## src/rtl/cgol_pkg.sv

```systemverilog
// Shared types and the per-cell life rule for the 8x8 Game of Life engine.
//   row_t       : one board row, bit i = column i
//   grid_t      : eight rows, index = row number
//   gen_state_t : generation sequencer states
//   NBR_W       : width of a cell's neighbour vector {NW,N,NE,W,E,SW,S,SE}
//   cell_next() : B3/S23 decision for one cell from its neighbour vector
package cgol_pkg;

  localparam int NBR_W = 8;

  typedef logic [7:0] row_t;
  typedef row_t [7:0] grid_t;

  typedef enum logic [1:0] {
    IDLE    = 2'd0,
    COMPUTE = 2'd1,
    SWAP    = 2'd2
  } gen_state_t;

  // A cell lives next generation if it has exactly 3 live neighbours,
  // or if it is already alive and has exactly 2.
  function automatic logic cell_next(input logic self, input logic [NBR_W-1:0] nbr);
    logic [3:0] cnt;
    cnt = '0;
    for (int k = 0; k < NBR_W; k++) begin
      cnt = cnt + {3'b000, nbr[k]};
    end
    return (cnt == 4'd3) || (self && (cnt == 4'd2));
  endfunction

endpackage

```

## src/rtl/cgol_row_eval.sv

```systemverilog
// Combinational next-row evaluator for one board row.
//   above_i : row r-1 (already zeroed by the caller when off-board and WRAP=0)
//   cur_i   : row r
//   below_i : row r+1 (already zeroed by the caller when off-board and WRAP=0)
//   next_o  : row r of the next generation
// WRAP=1 wraps columns 0 and 7 onto each other; WRAP=0 reads them as dead.
module cgol_row_eval
  import cgol_pkg::*;
#(
  parameter int WRAP = 1
) (
  input  row_t above_i,
  input  row_t cur_i,
  input  row_t below_i,
  output row_t next_o
);

  for (genvar i = 0; i < 8; i++) begin : g_col
    localparam int IW    = (i + 7) % 8;
    localparam int IE    = (i + 1) % 8;
    localparam bit HAS_W = (WRAP != 0) || (i > 0);
    localparam bit HAS_E = (WRAP != 0) || (i < 7);

    logic [NBR_W-1:0] nbr;

    assign nbr = {above_i[IW] & HAS_W, above_i[i], above_i[IE] & HAS_E,
                  cur_i[IW]   & HAS_W,             cur_i[IE]   & HAS_E,
                  below_i[IW] & HAS_W, below_i[i], below_i[IE] & HAS_E};

    assign next_o[i] = cell_next(cur_i[i], nbr);
  end

endmodule

```

## src/rtl/cgol_gen_sequencer.sv

```systemverilog
// Generation controller for the 8x8 Game of Life board.
// Holds a double-buffered grid; a generation evaluates one row per cycle
// from the front bank into the back bank, then swaps banks.
//   clk, reset          : clock, asynchronous active-high reset
//   step                : one-cycle request for a generation
//   run                 : auto-step every PERIOD cycles while high
//   load_en/addr/data   : write a front-bank row (honoured only when idle)
//   disp_addr/disp_data : registered front-bank row read for the display
//   busy                : high during COMPUTE and SWAP
//   done                : one-cycle pulse after SWAP
//   stable, extinct     : last generation unchanged / front bank empty
//   gen_count           : completed generations (wraps)
module cgol_gen_sequencer
  import cgol_pkg::*;
#(
  parameter int PERIOD = 25_000_000,
  parameter int WRAP   = 1
) (
  input  logic        clk,
  input  logic        reset,
  input  logic        step,
  input  logic        run,
  input  logic        load_en,
  input  logic [2:0]  load_addr,
  input  logic [7:0]  load_data,
  input  logic [2:0]  disp_addr,
  output logic [7:0]  disp_data,
  output logic        busy,
  output logic        done,
  output logic        stable,
  output logic        extinct,
  output logic [15:0] gen_count
);

  localparam int              CNT_W    = $clog2(PERIOD);
  localparam logic [CNT_W-1:0] CNT_LAST = CNT_W'(PERIOD - 1);

  grid_t            bank0_q, bank1_q;
  logic             front_sel_q;
  gen_state_t       state_q, state_d;
  logic [2:0]       row_q;
  logic             pending_q, pending_d;
  logic [CNT_W-1:0] cnt_q, cnt_d;
  logic             diff_q;
  logic             done_q, stable_q, extinct_q;
  logic [15:0]      gen_q;
  row_t             disp_q;

  grid_t front, back;
  row_t  above, cur, below, next_row;
  logic  idle, load_ok, auto_hit, start;

  assign front = front_sel_q ? bank1_q : bank0_q;
  assign back  = front_sel_q ? bank0_q : bank1_q;

  // Rows 0 and 7 wrap vertically only on a toroidal board.
  assign cur   = front[row_q];
  assign above = ((WRAP == 0) && (row_q == 3'd0)) ? '0 : front[row_q - 3'd1];
  assign below = ((WRAP == 0) && (row_q == 3'd7)) ? '0 : front[row_q + 3'd1];

  cgol_row_eval #(.WRAP(WRAP)) u_row_eval (
    .above_i (above),
    .cur_i   (cur),
    .below_i (below),
    .next_o  (next_row)
  );

  assign idle    = (state_q == IDLE);
  assign load_ok = idle && load_en;
  // The done cycle closes out the previous generation and is not counted,
  // so an auto-stepped generation repeats every PERIOD + 10 cycles.
  assign auto_hit = idle && run && !done_q && (cnt_q == CNT_LAST);
  // A load takes priority over starting: the start is deferred through
  // pending so the new generation sees the freshly loaded row.
  assign start = idle && !load_en && (step || pending_q || auto_hit);

  always_comb begin
    state_d = state_q;
    unique case (state_q)
      IDLE:    if (start) state_d = COMPUTE;
      COMPUTE: if (row_q == 3'd7) state_d = SWAP;
      SWAP:    state_d = IDLE;
      default: state_d = IDLE;
    endcase
  end

  always_comb begin
    pending_d = pending_q;
    if (start) begin
      pending_d = 1'b0;
    end else if (!idle && step) begin
      pending_d = 1'b1;
    end else if (load_ok && (step || auto_hit)) begin
      pending_d = 1'b1;
    end
  end

  always_comb begin
    cnt_d = cnt_q;
    if (!run || auto_hit) begin
      cnt_d = '0;
    end else if (idle && !done_q) begin
      cnt_d = cnt_q + CNT_W'(1);
    end
  end

  always_ff @(posedge clk or posedge reset) begin
    if (reset) begin
      bank0_q     <= '0;
      bank1_q     <= '0;
      front_sel_q <= 1'b0;
      state_q     <= IDLE;
      row_q       <= 3'd0;
      pending_q   <= 1'b0;
      cnt_q       <= '0;
      diff_q      <= 1'b0;
      done_q      <= 1'b0;
      stable_q    <= 1'b0;
      extinct_q   <= 1'b0;
      gen_q       <= 16'd0;
      disp_q      <= '0;
    end else begin
      state_q   <= state_d;
      pending_q <= pending_d;
      cnt_q     <= cnt_d;
      done_q    <= (state_q == SWAP);
      disp_q    <= front[disp_addr];

      if (start) begin
        row_q  <= 3'd0;
        diff_q <= 1'b0;
      end else if (state_q == COMPUTE) begin
        row_q  <= row_q + 3'd1;
        diff_q <= diff_q | (next_row != cur);
        if (front_sel_q) bank0_q[row_q] <= next_row;
        else             bank1_q[row_q] <= next_row;
      end

      if (load_ok) begin
        if (front_sel_q) bank1_q[load_addr] <= load_data;
        else             bank0_q[load_addr] <= load_data;
        stable_q  <= 1'b0;
        extinct_q <= 1'b0;
      end

      // The back bank is complete here and becomes the new front.
      if (state_q == SWAP) begin
        front_sel_q <= ~front_sel_q;
        gen_q       <= gen_q + 16'd1;
        stable_q    <= ~diff_q;
        extinct_q   <= (back == '0);
      end
    end
  end

  assign disp_data = disp_q;
  assign busy      = (state_q != IDLE);
  assign done      = done_q;
  assign stable    = stable_q;
  assign extinct   = extinct_q;
  assign gen_count = gen_q;

endmodule

```

## config.mk

```make
export PLATFORM = sky130hd
export DESIGN_NAME = cgol_gen_sequencer
export DESIGN_NICKNAME = d
export VERILOG_FILES = /design/src/rtl/cgol_pkg.sv /design/src/rtl/cgol_row_eval.sv /design/src/rtl/cgol_gen_sequencer.sv
export SDC_FILE = /design/constraint.sdc
export NUM_CORES = 1
export LEC_CHECK = 0
export BUFFER_PORTS_ARGS = -buffer_cell sky130_fd_sc_hd__buf_2
export CAP_MARGIN = 20
export CORE_MARGIN = 2
export CORE_UTILIZATION = 33
export DETAILED_ROUTE_END_ITERATION = 16
export PLACE_DENSITY = 0.49
export SYNTH_ARGS = -nofsm -noshare
export SYNTH_HDL_FRONTEND = slang
export SYNTH_SLANG_ARGS = --single-unit
```

## constraint.sdc

```tcl
create_clock -name clk -period 14 [get_ports clk]
set_clock_uncertainty 0.2 [all_clocks]
set_input_delay 2.1 -clock clk [delete_from_list [all_inputs] [get_ports clk]]
set_output_delay 2.1 -clock clk [all_outputs]
set_load 0.01 [all_outputs]
```

==> results.sh <==
export IMPL_ys_types=70
export IMPL_worstPathRequired_ns=14.19
export IMPL_crit_arrival_ns=7.51
export IMPL_crit_buf_inv=4
export IMPL_cts_tree="built"
export IMPL_h_tree_depth=4
export IMPL_io_buffers=46
export IMPL_drt_pass1_iterations=5
export IMPL_drc=0
export IMPL_async_flop_share=1.00
export IMPL_finalNetCount=1423
export IMPL_io_pins=47
export IMPL_design_area_um2=14700
export IMPL_cp_max_fo=68
export IMPL_clk_pin_slew_ns=0.07
export IMPL_grt_overflow_total=0
export IMPL_ys_flop_type="dfrtp_1"
export IMPL_syn_area_um2=13600
export IMPL_critical_path_top_delay_family="adder cells"
export IMPL_synth_top_area_cell="dfrtp_1"
export IMPL_ant_nets=0
export IMPL_place_inst=1856
export IMPL_cts_root_buffer="clkbuf_16"
export IMPL_clock_latency_ns=0.48
export IMPL_antenna_found_initial=1
export IMPL_postCtsSetupRepairBufs=0
export IMPL_outcome="finished clean"
export IMPL_routed_wl_mm=46.8
export IMPL_diodes=0
export IMPL_place_gp_congestion=0.952
export IMPL_holdPathStages=1
export IMPL_endpoint_kind="flip-flop"
export IMPL_setup_tns_ns=0
export IMPL_synth_common_cells="188 x dfrtp_1, 183 x mux2i_1, 128 x nor2_1"
export IMPL_crit_slowest_cell="dfrtp_4"
export IMPL_die_h_um=207
export IMPL_final_util=0.361
export IMPL_rsz0062_at_grt="no"
export IMPL_report_final_slew_viol_count=0
export IMPL_cpMostUsedCell="fa_1"
export IMPL_vias_per_cell=5.73
export IMPL_grt_first_pass_wirelength_mm=71.0
export IMPL_cts_sinks=188
export IMPL_crit_path_start_kind="flip-flop"
export IMPL_stdcell_count=1888
export IMPL_dpl_cell_area_um2=14200
export IMPL_tightest_slew_ns=1.11
export IMPL_fillers=4110
export IMPL_hpwl_mm=34.1
export IMPL_path_depth=17
export IMPL_drt_iter0_drc=1115
export IMPL_grt_pass1_vias=10500
export IMPL_yosys_top_cells_area="dfrtp_1 35%, mux2i_1 13%, mux4_2 9.6%"
export IMPL_cpPeakStageDelay_ns=0.96
export IMPL_reg2reg_depth=17
export IMPL_synth_nets=1431
export IMPL_crit_type="flip-flop to flip-flop"
export IMPL_yosysWarnings=0
export IMPL_die_area_um2=42800
export IMPL_slew_headroom=0.261
export IMPL_min_period_ns=7.32
export IMPL_die_w_um=207
export IMPL_std_cell_rows=74
export IMPL_synth_top_cell_area_share=0.346
export IMPL_fmax_mhz=137
export IMPL_core_um2=40700
export IMPL_hp_class="flip-flop to flip-flop"
export IMPL_yosysSeqAreaShare=0.346
export IMPL_synth_edf_count=0
export IMPL_cts_root_to_sink_buffers=2
export IMPL_final_setup_viol_count=0
export IMPL_min_period_over_period=0.523
export IMPL_ctsHoldBuffers=0
export IMPL_cts_made_buffers=17
export IMPL_drv_max_cap_violation_count=0
export IMPL_synth_avg_cell_area_um2=10.1
export IMPL_area_delta_synth_final_pct=8.27
export IMPL_cts_resized=0
export IMPL_hold_violations=0
export IMPL_vias=10800
export IMPL_syn_inst=1351
export IMPL_grt_max_degree=122
export IMPL_path_cells="buf_4 -> mux4_2 -> mux4_2 -> ha_1 -> inv_1 -> fa_1 -> inv_1 -> fa_1 -> inv_1 -> fa_1 -> fa_1 -> nor2_1 -> nand3_1 -> a21o_1 -> a21oi_2 -> mux2i_1 -> a21oi_1"
export IMPL_grt_usage=0.221
export IMPL_drive_gt1_frac=0.154
export IMPL_initial_core_util=0.334
export IMPL_synth_most_common_cell="dfrtp_1"
export IMPL_yosys_register_bits=188
export IMPL_wl_per_cell_um=24.8
## layout by cell type (no fill, tap or decap), types with 31 or more instances in the layout
cell,n
dfrtp_1,187
mux2i_1,183
nor2_1,128
nand2_1,102
a21oi_1,83
o21ai_1,64
inv_1,61
mux4_2,58
buf_2,46
fa_1,31
## cells by family (layout without fill, tap and decap cells)
logic type / after synthesis / count (layout) / synth area share
muxes: 249 / 249 / 0.238
AOI/OAI and AO/OA: 244 / 244 / 0.107
buffers and inverters: 160 / 165 / 0.0542
DFF: 188 / 188 / 0.346
adders and majority gates: 61 / 61 / 0.0732
xor gates and xnor gates: 40 / 40 / 0.0271
and+or+nand+nor: 409 / 409 / 0.155
## per-layer routing
layer,vias up,wire length (um),global-route usage
met1,5431,21400,0.316
met5,-,0,0
met3,64,3090,0.0393
met2,453,21100,0.339
li1,4872,-,-
met4,0,1120,0.0704
## area by class of cell
| class | instances | area, um2 | area share |
|---|---|---|---|
| clock buffer | 20 | 457 | 0.0310 |
| timing repair buffer | 59 | 328 | 0.0223 |
| multi-input combinational | 1003 | 8170 | 0.555 |
| sequential | 188 | 4710 | 0.320 |
| tap | 532 | 666 | 0.0452 |
| inverter | 74 | 285 | 0.0194 |
| clock inverter | 12 | 113 | 0.00765 |
## worst paths after layout
| path | startpoint | end | slack (ns) |
|---|---|---|---|
| worst max-delay path | front_sel_q$_DFFE_PP0P_ | bank1_q[28]$_DFF_PP0_ | 6.68 |
| worst min-delay path | gen_count[15]$_DFFE_PP0P_ | gen_count[15]$_DFFE_PP0P_ | 0.27 |
| worst max register to register | front_sel_q$_DFFE_PP0P_ | bank1_q[28]$_DFF_PP0_ | 6.68 |
| worst min register to register | gen_count[15]$_DFFE_PP0P_ | gen_count[15]$_DFFE_PP0P_ | 0.27 |
| max in group asynchronous | reset | bank1_q[51]$_DFF_PP0_ | 10.46 |
| min in group asynchronous | reset | disp_data[5]$_DFF_PP0_ | 1.63 |
## flip-flops by register name, indices dropped and copies added (netlist names)
signal	count
row_q	3
state_q	2
bank0_q	64
diff_q	1
front_sel_q	1
gen_count	16
stable	1
extinct	1
done	1
cnt_q	25
disp_data	8
bank1_q	64
pending_q	1
## metrics by stage
stage | worst slack [ns] | hold slack [ns]
after floorplan | 6.59 | 0.263
after global placement | 6.87 | 0.262
final | 6.68 | 0.268
after detailed placement | 6.81 | 0.269
after CTS | 6.77 | 0.280
after global routing | 6.41 | 0.296
Power is left out: the tool's default activity adds up to more than one toggle a clock period on the data nets, which glitch-free logic cannot reach.
